<file path="src/rtl/draw_background_region.sv">
// Redraws the full screen or a clipped rectangle of one background ROM image,
// streaming (x, y, colour, plot) in raster order with ROM latency compensated.
module draw_background_region #(
   parameter int X_SCREEN_PIXELS = 160,
   parameter int Y_SCREEN_PIXELS = 120,
   parameter int X_W             = 8,
   parameter int Y_W             = 7,
   parameter int COLOUR_W        = 3,
   parameter int NUM_IMAGES      = 5,
   parameter int SEL_W           = 3,
   parameter int ADDR_W          = 15,
   parameter int ROM_LATENCY     = 1
) (
   input  logic                           Clock,
   input  logic                           Reset,
   input  logic                           start,
   input  logic [X_W-1:0]                 regionX0,
   input  logic [Y_W-1:0]                 regionY0,
   input  logic [X_W-1:0]                 regionW,
   input  logic [Y_W-1:0]                 regionH,
   input  logic [SEL_W-1:0]               imageSel,
   output logic [ADDR_W-1:0]              romAddress,
   input  logic [NUM_IMAGES*COLOUR_W-1:0] romData,
   output logic [X_W-1:0]                 plotX,
   output logic [Y_W-1:0]                 plotY,
   output logic [COLOUR_W-1:0]            plotColour,
   output logic                           plot,
   output logic                           busy,
   output logic                           done,
   output logic [1:0]                     dbg_state
);

   localparam int CNT_W = (ROM_LATENCY > 1) ? $clog2(ROM_LATENCY) : 1;
   localparam logic [X_W:0] X_MAX = (X_W+1)'(X_SCREEN_PIXELS - 1);
   localparam logic [Y_W:0] Y_MAX = (Y_W+1)'(Y_SCREEN_PIXELS - 1);

   typedef enum logic [1:0] {IDLE, SCAN, FLUSH, DONE} state_e;

   state_e                state_q, state_d;
   logic [X_W-1:0]        x_q, x_d, x0_q, x0_d, x_end_q, x_end_d;
   logic [Y_W-1:0]        y_q, y_d, y_end_q, y_end_d;
   logic [SEL_W-1:0]      sel_q, sel_d;
   logic [CNT_W-1:0]      flush_cnt_q, flush_cnt_d;
   logic [ADDR_W-1:0]     rom_addr_q, rom_addr_d;
   logic [ROM_LATENCY-1:0] vld_q, vld_d;
   logic [X_W-1:0]        px_q [ROM_LATENCY];
   logic [X_W-1:0]        px_d [ROM_LATENCY];
   logic [Y_W-1:0]        py_q [ROM_LATENCY];
   logic [Y_W-1:0]        py_d [ROM_LATENCY];
   logic                  plot_q, plot_d, busy_q, busy_d, done_q, done_d;
   logic [X_W-1:0]        plot_x_q, plot_x_d;
   logic [Y_W-1:0]        plot_y_q, plot_y_d;
   logic [COLOUR_W-1:0]   colour_q, colour_d;

   // Sums are one bit wider than the operands so X0+W-1 can never wrap.
   logic [X_W:0]   x_sum;
   logic [Y_W:0]   y_sum;
   logic [X_W-1:0] x_lim;
   logic [Y_W-1:0] y_lim;
   logic           empty;

   assign x_sum = {1'b0, regionX0} + {1'b0, regionW} - (X_W+1)'(1);
   assign y_sum = {1'b0, regionY0} + {1'b0, regionH} - (Y_W+1)'(1);
   assign x_lim = (x_sum > X_MAX) ? X_MAX[X_W-1:0] : x_sum[X_W-1:0];
   assign y_lim = (y_sum > Y_MAX) ? Y_MAX[Y_W-1:0] : y_sum[Y_W-1:0];
   assign empty = (regionW == '0) || (regionH == '0) ||
                  ({1'b0, regionX0} > X_MAX) || ({1'b0, regionY0} > Y_MAX);

   function automatic logic [ADDR_W-1:0] pix_addr(input logic [Y_W-1:0] yy,
                                                  input logic [X_W-1:0] xx);
      return ADDR_W'(yy) * ADDR_W'(X_SCREEN_PIXELS) + ADDR_W'(xx);
   endfunction

   always_comb begin
      state_d     = state_q;
      x_d         = x_q;
      y_d         = y_q;
      x0_d        = x0_q;
      x_end_d     = x_end_q;
      y_end_d     = y_end_q;
      sel_d       = sel_q;
      flush_cnt_d = flush_cnt_q;
      rom_addr_d  = rom_addr_q;

      // Delay line: a pixel issued now meets its ROM data ROM_LATENCY cycles later.
      vld_d[0] = (state_q == SCAN);
      px_d[0]  = x_q;
      py_d[0]  = y_q;
      for (int i = 1; i < ROM_LATENCY; i++) begin
         vld_d[i] = vld_q[i-1];
         px_d[i]  = px_q[i-1];
         py_d[i]  = py_q[i-1];
      end

      plot_d   = vld_q[ROM_LATENCY-1];
      plot_x_d = px_q[ROM_LATENCY-1];
      plot_y_d = py_q[ROM_LATENCY-1];
      colour_d = '0;
      for (int i = 0; i < NUM_IMAGES; i++) begin
         if (sel_q == SEL_W'(i)) colour_d = romData[i*COLOUR_W +: COLOUR_W];
      end
      busy_d = (state_q == SCAN) || (state_q == FLUSH);
      done_d = (state_q == DONE);

      case (state_q)
         IDLE: begin
            if (start) begin
               x0_d    = regionX0;
               x_end_d = x_lim;
               y_end_d = y_lim;
               sel_d   = imageSel;
               if (empty) begin
                  state_d = DONE;
               end else begin
                  state_d    = SCAN;
                  x_d        = regionX0;
                  y_d        = regionY0;
                  rom_addr_d = pix_addr(regionY0, regionX0);
               end
            end
         end
         SCAN: begin
            if (x_q == x_end_q) begin
               if (y_q == y_end_q) begin
                  state_d     = FLUSH;
                  flush_cnt_d = '0;
               end else begin
                  x_d = x0_q;
                  y_d = y_q + Y_W'(1);
               end
            end else begin
               x_d = x_q + X_W'(1);
            end
            rom_addr_d = pix_addr(y_d, x_d);
         end
         FLUSH: begin
            if (flush_cnt_q == CNT_W'(ROM_LATENCY - 1)) state_d = DONE;
            else flush_cnt_d = flush_cnt_q + CNT_W'(1);
         end
         DONE:    state_d = IDLE;
         default: state_d = IDLE;
      endcase
   end

   always_ff @(posedge Clock or negedge Reset) begin
      if (!Reset) begin
         state_q     <= IDLE;
         x_q         <= '0;
         y_q         <= '0;
         x0_q        <= '0;
         x_end_q     <= '0;
         y_end_q     <= '0;
         sel_q       <= '0;
         flush_cnt_q <= '0;
         rom_addr_q  <= '0;
         vld_q       <= '0;
         for (int i = 0; i < ROM_LATENCY; i++) begin
            px_q[i] <= '0;
            py_q[i] <= '0;
         end
         plot_q   <= 1'b0;
         plot_x_q <= '0;
         plot_y_q <= '0;
         colour_q <= '0;
         busy_q   <= 1'b0;
         done_q   <= 1'b0;
      end else begin
         state_q     <= state_d;
         x_q         <= x_d;
         y_q         <= y_d;
         x0_q        <= x0_d;
         x_end_q     <= x_end_d;
         y_end_q     <= y_end_d;
         sel_q       <= sel_d;
         flush_cnt_q <= flush_cnt_d;
         rom_addr_q  <= rom_addr_d;
         vld_q       <= vld_d;
         for (int i = 0; i < ROM_LATENCY; i++) begin
            px_q[i] <= px_d[i];
            py_q[i] <= py_d[i];
         end
         plot_q   <= plot_d;
         plot_x_q <= plot_x_d;
         plot_y_q <= plot_y_d;
         colour_q <= colour_d;
         busy_q   <= busy_d;
         done_q   <= done_d;
      end
   end

   assign romAddress = rom_addr_q;
   assign plotX      = plot_x_q;
   assign plotY      = plot_y_q;
   assign plotColour = colour_q;
   assign plot       = plot_q;
   assign busy       = busy_q;
   assign done       = done_q;
   assign dbg_state  = state_q;

endmodule

</file>
<file path="config.mk">
export PLATFORM = sky130hd
export DESIGN_NAME = draw_background_region
export DESIGN_NICKNAME = d
export VERILOG_FILES = /design/src/rtl/draw_background_region.sv
export SDC_FILE = /design/constraint.sdc
export NUM_CORES = 1
export LEC_CHECK = 0
export ABC_AREA = 1
export ABC_CLOCK_PERIOD_IN_PS = 3800
export BUFFER_PORTS_ARGS = -buffer_cell sky130_fd_sc_hd__clkbuf_2
export CORE_MARGIN = 10
export CORE_UTILIZATION = 58
export CTS_BUF_LIST = sky130_fd_sc_hd__clkbuf_16
export CTS_CLUSTER_SIZE = 25
export DETAILED_ROUTE_END_ITERATION = 8
export PLACE_DENSITY = 0.82
export SLEW_MARGIN = 20
export SYNTH_ARGS = -nofsm -noshare
export SYNTH_HDL_FRONTEND = slang
export SYNTH_SLANG_ARGS = --single-unit
export TNS_END_PERCENT = 50
</file>
<file path="constraint.sdc">
create_clock -name Clock -period 3.8 [get_ports Clock]
set_input_delay 0.38 -clock Clock [delete_from_list [all_inputs] [get_ports Clock]]
set_output_delay 0.38 -clock Clock [all_outputs]
set_load 0.01 [all_outputs]
</file>
======== Word level (Yosys, flattened, before mapping) ========
Cells that the tools add are included.
word-level totals
  register bits after elaboration ......... 96
  input bits .............................. 51
  logic and storage cells ................. 93
  output and inout bits ................... 38
operators by class
  add/subtract/negate cells ............... 9
  eq/ne operators ......................... 14
  reduce and logical (&&, ||, !) cells .... 14
  multipliers ............................. 2
  mux-type cells .......................... 32
  order comparisons ....................... 4
operator list
  cell                  count
  $mux 8                6
  $mux 7                6
  $add 15x8->15         2
  $mux 15               2
  $pmux 15 s2           1
  $mul 7x3->10 const B  2
  $pmux 8 s2            1
  $mux 3                5
  $pmux 7 s2            1
  $mux 2                5
  $add 8x8->9           1
  $gt 9x8->1 const B    1
  $sub 9x1->9 const B   1
  $add 7x7->8           1
  $add 8x1->8 const B   1
  $eq 8x8->1            1
  $gt 8x7->1 const B    1
  $gt 8x8->1 const B    1
  $logic_not 8->1       1
  $pmux 2 s4            1
  $sub 8x1->8 const B   1
  $add 7x1->7 const B   1
  $eq 7x7->1            1
  $gt 7x7->1 const B    1
  18 further kinds      30

======== Longest topological paths before layout ========
  depth after elaboration ................. 7
  mapped depth ............................ 24
  depth with buffers taken out ............ 24

======== Worst setup path after synthesis ========
OpenSTA, ideal clock, no wires.
  path kind ............................... register to register
  start ................................... register x_q[1] (netlist: px_d[1])
  end ..................................... register rom_addr_q[13] (netlist: romAddress[13])
  buffers on the path ..................... 0
  data arrival time ....................... 3357 ps
  cell stages (with the launch flop) ...... 23
  slack ................................... 366 ps
  path through ............................ dfrtp_1 inv_1 nand2_1 a21oi_4 nand2_4 nor2_8 nand2_4 inv_2 nand4_1 xor2_1 inv_1 ha_1 ha_1 inv_1 fa_1 xnor2_1 nand3_1 or2_2 nor2_1 inv_1 nand2_1 nand3_1 a21oi_1
on the way
  longest elaborated chain between the ends .. 6
  elaborated cells on any way between the ends .. 10
  those cells by class .................... add/sub: 2; mul: 1; eq/ne: 1; mux: 6
RTL lines
  item                    RTL line  text
  start, declared         40        logic [X_W-1:0] x_q, x_d, x0_q, x0_d, x_end_q, x_end_d;
  start signal, assigned  148       x_q <= '0;
  start signal, assigned  169       x_q <= x_d;
  $eq 8x8->1              123       if (x_q == x_end_q) begin
  $mux 7                  123
  $mux 7                  105       case (state_q)
  $mul 7x3->10            71        return ADDR_W'(yy) * ADDR_W'(X_SCREEN_PIXELS) + ADDR_W'(xx);
  $add 15x8->15 *         71
  $pmux 15 s2 *           105
  end signal, assigned    176       rom_addr_q <= rom_addr_d;
  end, declared           44        logic [ADDR_W-1:0] rom_addr_q, rom_addr_d;
Mark *: on every way between the ends. The rest lies on a longest branch, timed or not. The select of a mux whose other input is x is not followed.
A chain may end at the register's enable or synchronous reset.

======== Final worst setup path ========
  start ................................... register x_q[2] (netlist: px_d[2])
  end ..................................... register rom_addr_q[13] (netlist: romAddress[13])
The elaborated chain is that of the path after synthesis.

==> metrics.cfg <==
[status]
status=complete, no violations

[setup_path]
crit_required_ps=4070
slowest_delay_ps=460
cp_cell_sequence=nand2_1, nand2_1, nor2_4, nand2_4, nor2_8, nand2_4, inv_6, nand4_1, xor2_1, inv_1, ha_1, ha_1, inv_1, fa_2, xnor2_2, nand3_2, or2_4, nor2_4, inv_1, nand2_1, nand3_1, a21oi_1
path_class=flip-flop to flip-flop
start_kind=flip-flop
path_max_fanout=8
reg2reg_setup_slack_ps=200
cp-end-kind=flip-flop
critPathSlowestCell=dfrtp_2
worstPathArrival_ps=3860

[route]
firstDrtPassIters=5
routed-wl-met3_um=1350
finalWirelength_um=15800
vias_per_cell=5.43
vias=5421
highest_layer=met4
wl_met2_um=7460
wire_per_inst_um=15.8
drc=0
drt-met1-wl_um=6730
antenna_left=0
drt_iter0_markers=497

[logic_synthesis]
yosysWarningCount=0
syn_nets=869
synth_edf_count=0
synth_fa_ha_area_share_pct=14.7
synthSimpleGateAreaFrac_pct=19.6
synth_cells=751
synth_ff_type=dfrtp_1
synth_xor_area_share_pct=4.66
synth_cell_types=44
synth.avg_cell_area_um2=7.98
synth_top_family_by_area=simple AND/OR/NAND/NOR gates
seq_area_frac_synth_pct=37.6
synth_compound_area_share_pct=13.0
async_flop_share_pct=100
synth_top_area_share_pct=37.6
ys_seq_elements=90
synth.area.mux_share_pct=0
synth_top_cell_by_area=dfrtp_1
synth_area_mm2=0.00599
synth.area.top_cells=dfrtp_1 (38%), ha_1 (13%), nand2_1 (9.4%)

[timing]
hold_slack_ps=133
period_needed_ps=3600
tightest_slew_ps=815
max_freq_mhz=278
hold_viol=0
finalSetupViolCount=0
fin_crit_sh_pct=94.6
tns_ps=0
finalMaxSlewViolations=0
finClkSkew_ps=10.7
slew_headroom_pct=45.3

[hold_path]
hold_class=input port to asynchronous set/reset pin

[cts]
cts_root_buf=clkbuf_16
cts_buffers=9
cts_tree=yes
cts_sinks=90
cts_buffer_depth=2
clock_latency_ps=340
cts.clk_slew.worst_paths_ps=60
htree_levels=3

[global_routing]
antenna_found_initial=0
grt_first_pass_wirelength_um=25600
grt_pass1_vias=5287
grt.total_usage_pct=21.3
grt_overflow=0
grt_max_degree=66

[power_and_ir_drop]
power.total_mw=5.48
max-vdd-ir-drop_v=0.000397
power_leakage_nw=3.80
powerDensity_mw_per_mm2=779

[floorplanning]
die-area_mm2=0.0148
die_x_um=122
row_count=37
start_util_pct=58.8
io_pins=89
core-area_mm2=0.0102
die_h_um=122

[finish]
drive_gt1_share_pct=19.9
synthToLayoutAreaGrowth_pct=17.5
diodes=0
seq_area_mm2=0.00225
fin_util_pct=69.1
fillers=808
fin_nets=977
multi_input_area_mm2=0.00318

[flow_run]
drv_cap=0

[place]
post-dp-hpwl_um=12100
gp_congestion=0.942
placement.io_buffers=88

-- per-layer routing --
| layer | vias up | GRT usage [%] |
|---|---|---|
| li1 | 2623 | - |
| met1 | 2552 | 27.6 |
| met2 | 225 | 34.1 |
| met3 | 21 | 4.63 |
| met4 | 0 | 8.35 |
| met5 | - | 0 |
-- kinds of logic after synthesis --
family                     after synthesis
buffers and inverters                  159
xor gates and xnor gates                31
DFF                                     90
adders and majority gates               67
and+or+nand+nor                        266
AOI/OAI and AO/OA                      138
-- where the power goes --
| part | internal, mW | switching (mW) |
|---|---|---|
| Sequential | 1.42 | 0.284 |
| Clock | 0.430 | 0.363 |
| Combinational | 1.13 | 1.86 |
| Total | 2.97 | 2.51 |
-- placed cells by master (no fill, tap or decap), types with 3 or more instances in the layout --
cell type / count
nand2_1: 150
inv_1: 133
dfrtp_1: 88
clkbuf_2: 87
ha_1: 60
o21ai_0: 49
nor2_1: 45
a21oi_1: 42
nand3_1: 30
buf_4: 28
xor2_1: 19
o22ai_1: 14
xnor2_1: 9
clkbuf_16: 9
inv_2: 8
nand4_1: 8
o21ai_1: 8
nor3_1: 6
nand2_2: 5
o211ai_1: 5
a31oi_1: 5
fa_1: 5
nor2_2: 4
nor2_4: 3
nor4_1: 3
clkinv_1: 3
or2_2: 3
a21oi_2: 3
-- what timing repair did --
action	in CTS	in global routing
hold buffers	0	0
resized for setup	0	19
endpoints found under the hold margin	0	0
endpoints found under the setup margin	0	4
buffers inserted	0	11
-- sequential cells by signal, summed over array words and instances (netlist names), 2 cells and up --
name	cells
x0_q	8
plot_x_d	8
plotColour	3
px_d	8
plotY	7
y_end_q	7
x_end_q	8
plot_y_d	7
dbg_state	2
romAddress	10
sel_q	3
plotX	8
py_d	7
-- synthesized netlist by cell type, drive strengths merged, types with 3 or more instances --
master,count
a21oi,46
a31oi,6
buf,9
clkbuf,9
dfrtp,90
fa,6
ha,61
inv,139
nand2,157
nand3,31
nand4,9
nor2,53
nor3,7
nor4,3
o211ai,5
o21ai,60
o22ai,14
or2,4
xnor2,10
xor2,21
-- final timing paths --
kind	from	to	cells past startpoint
setup / recovery	px_d[2]	romAddress[13]	22
setup reg to reg	px_d[2]	romAddress[13]	22
min in group Clock	imageSel[0]	sel_q[0]	3
hold reg to reg	plot_y_d[4]	plotY[4]	0
hold / removal	Reset	plotX[0]	1
max in group asynchronous	Reset	done	2
-- area by class of cell --
class	count	area share, %
Inverter	141	7.59
Multi-Input combinational cell	502	45.2
Tap cell	136	2.42
Clock inverter	6	0.409
Clock buffer	9	3.20
Timing Repair Buffer	115	9.17
Sequential cell	90	32.0
-- critical path: cells and delay by family (launching register included) --
kind | cells | cell delay [ps]
adders and majority gates | 3 | 860
AOI/OAI and AO/OA | 1 | 130
buffers and inverters | 4 | 270
xor gates and xnor gates | 2 | 420
and+or+nand+nor | 12 | 1370
DFF | 1 | 460
-- metrics by stage --
step | instances | worst slack [ps] | area [µm²]
2_1_floorplan | 751 | 366 | 5990
3_3_place_gp | 973 | 192 | 6640
3_5_place_dp | 973 | 55.3 | 6640
4_1_cts | 988 | 25.9 | 6890
5_1_grt | 999 | -36.6 | 7040
6_report | 999 | 205 | 7040
Note: power is estimated with default switching activity, not from simulation.
